===== src/rtl/mem_access_ctrl_if.sv =====
// ---------------------------------------------------------------------------
// mem_access_ctrl_if
// Purpose : request/response data-bus bundle between the MEM-stage access
//           controller (master) and the data memory or cache (slave).
// Signals :
//   data_req      master->slave  access request, qualified by data_addr_ok
//   data_wr       master->slave  1 = store, 0 = load
//   data_size     master->slave  0 byte, 1 half, 2 word
//   data_addr     master->slave  byte address
//   data_wdata    master->slave  store data, already replicated across lanes
//   data_addr_ok  slave->master  request accepted this cycle
//   data_data_ok  slave->master  response (read data / write ack) this cycle
//   data_rdata    slave->master  raw 32-bit read word
// ---------------------------------------------------------------------------
interface mem_access_ctrl_if;
    localparam int unsigned AW = 32;
    localparam int unsigned DW = 32;

    logic          data_req;
    logic          data_wr;
    logic [1:0]    data_size;
    logic [AW-1:0] data_addr;
    logic [DW-1:0] data_wdata;
    logic          data_addr_ok;
    logic          data_data_ok;
    logic [DW-1:0] data_rdata;

    modport master (
        output data_req,
        output data_wr,
        output data_size,
        output data_addr,
        output data_wdata,
        input  data_addr_ok,
        input  data_data_ok,
        input  data_rdata
    );

    modport slave (
        input  data_req,
        input  data_wr,
        input  data_size,
        input  data_addr,
        input  data_wdata,
        output data_addr_ok,
        output data_data_ok,
        output data_rdata
    );
endinterface


===== src/rtl/mem_access_ctrl.sv =====
// ---------------------------------------------------------------------------
// mem_access_ctrl
// Purpose : MEM-stage load/store controller. It issues one bus transaction
//           per load/store instruction over a split address/data handshake,
//           stalls the pipeline until the data phase completes, and
//           aligns/extends load data into readdataM.
// Ports   :
//   clk, rst             rising-edge clock, asynchronous active-high reset
//   memtoregM/memwriteM  load / store present in MEM
//   fcM                  access code (000 lb, 001 lh, 010 lw, 100 lbu, 101 lhu)
//   aluoutM              byte address
//   writedataM           right-aligned store data
//   flushM               kill the MEM instruction
//   advanceM             EX/MEM loads a new instruction at the next edge
//   bus                  data-bus master modport (mem_access_ctrl_if)
//   mem_stallM           pipeline stall request
//   readdataM            aligned and extended load result (registered)
//   adelM/adesM          load/store address error
// Build option:
//   MEM_ALIGN_CHECK_EN   when defined, misaligned half/word accesses raise
//                        adelM/adesM and are not issued; when undefined the
//                        error outputs are tied low and every access issues.
// ---------------------------------------------------------------------------
module mem_access_ctrl (
    input  logic                     clk,
    input  logic                     rst,
    input  logic                     memtoregM,
    input  logic                     memwriteM,
    input  logic [2:0]               fcM,
    input  logic [31:0]              aluoutM,
    input  logic [31:0]              writedataM,
    input  logic                     flushM,
    input  logic                     advanceM,
    mem_access_ctrl_if.master        bus,
    output logic                     mem_stallM,
    output logic [31:0]              readdataM,
    output logic                     adelM,
    output logic                     adesM
);
    localparam int unsigned AW = 32;
    localparam int unsigned DW = 32;
    localparam int unsigned FW = 3;

    typedef enum logic [1:0] {
        IDLE = 2'd0,
        ADDR = 2'd1,
        DATA = 2'd2,
        DONE = 2'd3
    } state_t;

    state_t        state;
    logic          cancel;
    logic          op;

    // Request fields captured when the access issues, so the bus stays
    // stable while waiting for addr_ok and the load lane is known at data_ok.
    logic [AW-1:0] lat_addr;
    logic [DW-1:0] lat_wdata;
    logic [FW-1:0] lat_fc;
    logic          lat_wr;

    logic          req_c;
    logic          stall_c;
    logic          wr_c;
    logic [1:0]    size_c;
    logic [AW-1:0] addr_c;
    logic [DW-1:0] wdata_c;

    // Replicate right-aligned store data across every lane of its size.
    function automatic logic [DW-1:0] pack_wdata(input logic [1:0] size,
                                                 input logic [DW-1:0] wd);
        logic [DW-1:0] r;
        case (size)
            2'b00:   r = {4{wd[7:0]}};
            2'b01:   r = {2{wd[15:0]}};
            default: r = wd;
        endcase
        return r;
    endfunction

    // Little-endian lane select followed by sign or zero extension.
    function automatic logic [DW-1:0] align_load(input logic [FW-1:0] fc,
                                                 input logic [1:0]    off,
                                                 input logic [DW-1:0] rd);
        logic [7:0]    b;
        logic [15:0]   h;
        logic [DW-1:0] r;
        b = 8'(rd >> {off, 3'b000});
        h = off[1] ? rd[31:16] : rd[15:0];
        case (fc[1:0])
            2'b00:   r = fc[2] ? {24'd0, b} : {{24{b[7]}}, b};
            2'b01:   r = fc[2] ? {16'd0, h} : {{16{h[15]}}, h};
            default: r = rd;
        endcase
        return r;
    endfunction

    // Address error detection.
`ifdef MEM_ALIGN_CHECK_EN
    logic misaligned;
    always_comb begin
        misaligned = ((fcM[1:0] == 2'b01) && aluoutM[0]) ||
                     (fcM[1] && (aluoutM[1:0] != 2'b00));
    end
    assign adelM = memtoregM & misaligned;
    assign adesM = memwriteM & misaligned;
`else
    assign adelM = 1'b0;
    assign adesM = 1'b0;
`endif

    // A live access that may issue from IDLE.
    assign op = (memtoregM | memwriteM) & ~flushM & ~adelM & ~adesM;

    // Bus and stall outputs. IDLE reflects the pipeline inputs directly so a
    // request goes out in the same cycle the instruction reaches MEM; every
    // other state drives the fields captured at issue.
    always_comb begin
        req_c   = 1'b0;
        stall_c = 1'b0;
        wr_c    = 1'b0;
        size_c  = 2'b00;
        addr_c  = '0;
        wdata_c = '0;
        if (!rst) begin
            case (state)
                IDLE: begin
                    req_c   = op;
                    stall_c = op;
                    wr_c    = memwriteM;
                    size_c  = fcM[1:0];
                    addr_c  = aluoutM;
                    wdata_c = pack_wdata(fcM[1:0], writedataM);
                end
                ADDR: begin
                    req_c   = 1'b1;
                    stall_c = 1'b1;
                    wr_c    = lat_wr;
                    size_c  = lat_fc[1:0];
                    addr_c  = lat_addr;
                    wdata_c = pack_wdata(lat_fc[1:0], lat_wdata);
                end
                DATA: begin
                    stall_c = 1'b1;
                    wr_c    = lat_wr;
                    size_c  = lat_fc[1:0];
                    addr_c  = lat_addr;
                    wdata_c = pack_wdata(lat_fc[1:0], lat_wdata);
                end
                DONE: begin
                    wr_c    = lat_wr;
                    size_c  = lat_fc[1:0];
                    addr_c  = lat_addr;
                    wdata_c = pack_wdata(lat_fc[1:0], lat_wdata);
                end
                default: begin
                    stall_c = 1'b0;
                end
            endcase
        end
    end

    assign bus.data_req   = req_c;
    assign bus.data_wr    = wr_c;
    assign bus.data_size  = size_c;
    assign bus.data_addr  = addr_c;
    assign bus.data_wdata = wdata_c;
    assign mem_stallM     = stall_c;

    // Transaction FSM, cancel flag, issue capture and load result register.
    always_ff @(posedge clk or posedge rst) begin
        if (rst) begin
            state     <= IDLE;
            cancel    <= 1'b0;
            readdataM <= '0;
            lat_addr  <= '0;
            lat_wdata <= '0;
            lat_fc    <= '0;
            lat_wr    <= 1'b0;
        end else begin
            case (state)
                IDLE: begin
                    cancel <= 1'b0;
                    if (op) begin
                        lat_addr  <= aluoutM;
                        lat_wdata <= writedataM;
                        lat_fc    <= fcM;
                        lat_wr    <= memwriteM;
                        state     <= bus.data_addr_ok ? DATA : ADDR;
                    end
                end
                ADDR: begin
                    if (flushM) begin
                        cancel <= 1'b1;
                    end
                    if (bus.data_addr_ok) begin
                        state <= DATA;
                    end
                end
                DATA: begin
                    if (flushM) begin
                        cancel <= 1'b1;
                    end
                    // A flush arriving with data_ok still cancels the result.
                    if (bus.data_data_ok) begin
                        if (cancel || flushM) begin
                            cancel <= 1'b0;
                            state  <= IDLE;
                        end else begin
                            readdataM <= align_load(lat_fc, lat_addr[1:0],
                                                    bus.data_rdata);
                            state     <= DONE;
                        end
                    end
                end
                DONE: begin
                    if (advanceM) begin
                        state <= IDLE;
                    end
                end
                default: begin
                    state <= IDLE;
                end
            endcase
        end
    end

endmodule


===== src/flat_wrapper.sv =====
// flat-port wrapper written by rule: the top's interface ports become plain ports
module mem_access_ctrl_flat 
  (clk, rst, memtoregM, memwriteM, fcM, aluoutM, writedataM, flushM, advanceM, mem_stallM, readdataM, adelM, adesM, bus_data_req, bus_data_wr, bus_data_size, bus_data_addr, bus_data_wdata, bus_data_addr_ok, bus_data_data_ok, bus_data_rdata);
  mem_access_ctrl_if bus_i ();
  input  logic clk;
  input  logic rst;
  input  logic memtoregM;
  input  logic memwriteM;
  input  logic [2:0] fcM;
  input  logic [31:0] aluoutM;
  input  logic [31:0] writedataM;
  input  logic flushM;
  input  logic advanceM;
  output logic mem_stallM;
  output logic [31:0] readdataM;
  output logic adelM;
  output logic adesM;
  output wire logic [$bits(bus_i.data_req)-1:0] bus_data_req;
  output wire logic [$bits(bus_i.data_wr)-1:0] bus_data_wr;
  output wire logic [$bits(bus_i.data_size)-1:0] bus_data_size;
  output wire logic [$bits(bus_i.data_addr)-1:0] bus_data_addr;
  output wire logic [$bits(bus_i.data_wdata)-1:0] bus_data_wdata;
  input wire logic [$bits(bus_i.data_addr_ok)-1:0] bus_data_addr_ok;
  input wire logic [$bits(bus_i.data_data_ok)-1:0] bus_data_data_ok;
  input wire logic [$bits(bus_i.data_rdata)-1:0] bus_data_rdata;
  assign bus_data_req = bus_i.data_req;
  assign bus_data_wr = bus_i.data_wr;
  assign bus_data_size = bus_i.data_size;
  assign bus_data_addr = bus_i.data_addr;
  assign bus_data_wdata = bus_i.data_wdata;
  assign bus_i.data_addr_ok = bus_data_addr_ok;
  assign bus_i.data_data_ok = bus_data_data_ok;
  assign bus_i.data_rdata = bus_data_rdata;
  mem_access_ctrl u_core (.clk(clk), .rst(rst), .memtoregM(memtoregM), .memwriteM(memwriteM), .fcM(fcM), .aluoutM(aluoutM), .writedataM(writedataM), .flushM(flushM), .advanceM(advanceM), .bus(bus_i), .mem_stallM(mem_stallM), .readdataM(readdataM), .adelM(adelM), .adesM(adesM));
endmodule

===== config.mk =====
export PLATFORM = sky130hd
export DESIGN_NAME = mem_access_ctrl_flat
export DESIGN_NICKNAME = d
export VERILOG_FILES = /design/src/rtl/mem_access_ctrl_if.sv /design/src/rtl/mem_access_ctrl.sv /design/src/flat_wrapper.sv
export SDC_FILE = /design/constraint.sdc
export NUM_CORES = 1
export LEC_CHECK = 0
export CAP_MARGIN = 30
export CORE_MARGIN = 10
export CORE_UTILIZATION = 47
export DETAILED_ROUTE_END_ITERATION = 10
export HOLD_SLACK_MARGIN = 0.02
export PLACE_DENSITY_LB_ADDON = 0.3
export SETUP_SLACK_MARGIN = 0.2
export SLEW_MARGIN = 10
export SYNTH_ARGS = -nofsm -noshare
export SYNTH_HDL_FRONTEND = slang
export SYNTH_SLANG_ARGS = --single-unit

===== constraint.sdc =====
create_clock -name clk -period 6.5 [get_ports clk]
set_clock_uncertainty 0.2 [all_clocks]
set_input_delay 1.3 -clock clk [delete_from_list [all_inputs] [get_ports clk]]
set_output_delay 1.3 -clock clk [all_outputs]
set_load 0.05 [all_outputs]

==> flow_metrics.tcl <==
set metrics [dict create \
    cts-resized-gates 0 \
    peakVddDrop_v 0.000276 \
    synth_area_um2 6400 \
    syn2layout_area_growth_pct 37.2 \
    regArea_um2 2580 \
    finalMaxSlewViolations 0 \
    grt_pass1_vias 5792 \
    antenna_found_initial 1 \
    syn_area_per_cell_um2 10.5 \
    combPwrFrac_pct 64.2 \
    wl_met3_um 1710 \
    die_y_um 137 \
    remaining_drc_errors 0 \
    fillers 1060 \
    cts_inserted_buffers 9 \
    htreeDepth 3 \
    drive_gt1_share_pct 14.6 \
    max_freq_mhz 198 \
    clock_path_buffers 2 \
    top_layer_used "met4" \
    setup_violations 0 \
    hold_violations 0 \
    rows 42 \
    grt_overflow 0 \
    multiInputGateArea_um2 3510 \
    min_path_type "register to register" \
    dpl.cell_count 950 \
    cp.arrival_ns 3.55 \
    synth_edf_count 0 \
    ioPinCount 210 \
    ys_warn_count 0 \
    post_cts_buffers 0 \
    hold_buffers 0 \
    clock_latency_ns 0.36 \
    io_buffer_count 207 \
    layout.nets 898 \
    worstMarginPinSlew_ns 0.891 \
    synth.distinct_cells 40 \
    yosysSeqAreaShare_pct 40.3 \
    design.core.area_um2 13300 \
    via_per_inst 5.62 \
    initial_core_util_pct 48.2 \
    grt_max_degree 66 \
    drt_iter0_markers 354 \
    gp_congestion 0.858 \
    dieArea_um2 18700 \
    grt_first_pass_wirelength_um 30900 \
    switching_power_w 0.00235 \
    most-common-layout-cells "206 x clkdlybuf4s50_1, 102 x dfrtp_1, 71 x nor2_1" \
    cts.sinks 103 \
    power_density_nw_per_um2 553 \
    clk_pin_slew_ns 0.08 \
    place_hpwl_um 14300 \
    setup_ws_ns 1.45 \
    pre_cts_ws_ns 1.46 \
    pwr-share-seq_pct 25.0 \
    max-cap-violations 0 \
    outcome "completed" \
    synth.ff_latch_count 103 \
    layoutNonFillerInstCount 967 \
    setup_tns_ns 0 \
    final_common_cell "clkdlybuf4s50_1" \
    relSlewSlack_pct 40.6 \
    path_max_fanout 25 \
    syn_inst 610 \
    critPathKind "input pin to primary output" \
    die_w_um 137 \
    vias 5436 \
    period_share_pct 77.6 \
    clock_power_share_pct 10.8 \
    critPathLaunchType "input pin" \
    power.internal_w 0.00251 \
    finalCriticalPeriod_ns 5.05 \
    drt-total-wl_um 19500 \
    drt-met1-wl_um 7740 \
    firstDrtPassIters 6 \
    cts_root_buffer "clkbuf_16" \
    synthArstFlopShare_pct 100 \
    dr_wl_met2_um 9550 \
    cp.required_ns 5.00 \
    switching_share_pct 48.4 \
    cp-end-kind "primary output" \
    leakagePower_nw 3.88 \
    cts_tree "built" \
    grt_usage_pct 20.6 \
    ant_nets 0 \
    wl_per_cell_um 20.1 \
    finalHoldWorstSlack_ns 0.295 \
    synth_ff_type "dfrtp_1" \
    rsz0062_at_grt "no" \
]
==> flip-flops by register name (all words and copies together) (netlist names) <==
signal,count
u_core.cancel,1
u_core.lat_addr,32
u_core.lat_fc,3
u_core.lat_wdata,32
u_core.lat_wr,1
u_core.readdataM,32
u_core.state,2
==> power by group through the flow <==
stage                     Combinational [W]  Sequential [W]  Clock (W)
after floorplan                     0.00199         0.00145          0
after global placement              0.00306         0.00121          0
after detailed placement            0.00313         0.00121          0
after CTS                           0.00314         0.00121   0.000537
after global routing                0.00331         0.00125   0.000562
final                               0.00312         0.00121   0.000525
==> final timing paths <==
kind / depth (start not counted) / end / start / slack [ns]
min in group asynchronous: 3 / u_core.lat_wdata[27]$_DFFE_PP0P_ / rst / 1.23
hold reg to reg: 2 / u_core.readdataM[18]$_DFFE_PP0P_ / u_core.readdataM[18]$_DFFE_PP0P_ / 0.29
setup / recovery: 5 / mem_stallM / flushM / 1.45
setup reg to reg: 6 / u_core.readdataM[20]$_DFFE_PP0P_ / u_core.state[0]$_DFFE_PP0P_ / 3.65
max in group asynchronous: 4 / u_core.lat_fc[1]$_DFFE_PP0P_ / rst / 3.58
hold / removal: 2 / u_core.readdataM[18]$_DFFE_PP0P_ / u_core.readdataM[18]$_DFFE_PP0P_ / 0.29
==> through the flow <==
stage	power, W	cell area, um2	utilization (%)
final	0.00486	8780	66.1
after global routing	0.00513	8780	66.1
after CTS	0.00489	8780	66.1
after detailed placement	0.00434	8500	63.9
after global placement	0.00427	8490	63.8
after floorplan	0.00344	6410	-
==> layout make-up <==
class | count | share of cell area (%)
Sequential cell | 103 | 29.4
Timing Repair Buffer | 217 | 24.5
Antenna cell | 1 | 0.0285
Inverter | 11 | 0.513
Tap cell | 176 | 2.51
Multi-Input combinational cell | 443 | 39.9
Clock inverter | 7 | 0.627
Clock buffer | 9 | 2.56
==> synthesized netlist by cell type (11+ instances only) <==
library cell,count,share of area (%)
clkbuf_1,20,1.2
nand3_1,32,2.5
nor2_1,71,4.2
mux2_4,68,16
o21ai_0,19,1.5
inv_1,11,0.64
a21oi_1,23,1.8
nor2b_1,21,2.1
dfrtp_1,103,40
mux2i_1,69,11
a211oi_1,27,3.2
buf_2,23,1.8
nand2_1,41,2.4
==> cells by family after synthesis <==
logic type	count (synthesis)	share of synthesized area (%)
compound gates	113	12.5
fa+ha+maj	6	1.17
buf+inv	65	5.26
flops	103	40.3
mux	145	28.2
other cells	1	0.0586
simple gates	177	12.6
==> layer usage <==
layer / up-vias / track usage [%]
li1: 2527 / -
met1: 2692 / 24.1
met2: 183 / 34.0
met3: 34 / 6.67
met4: 0 / 8.58
met5: - / 0
==> critical path: stages <==
cell,delay [ns]
clkdlybuf4s50_1,0.46
o21bai_1,0.22
or2_4,0.42
a211oi_1,0.30
clkdlybuf4s50_1,0.85
(Power assumes the default switching activity.)
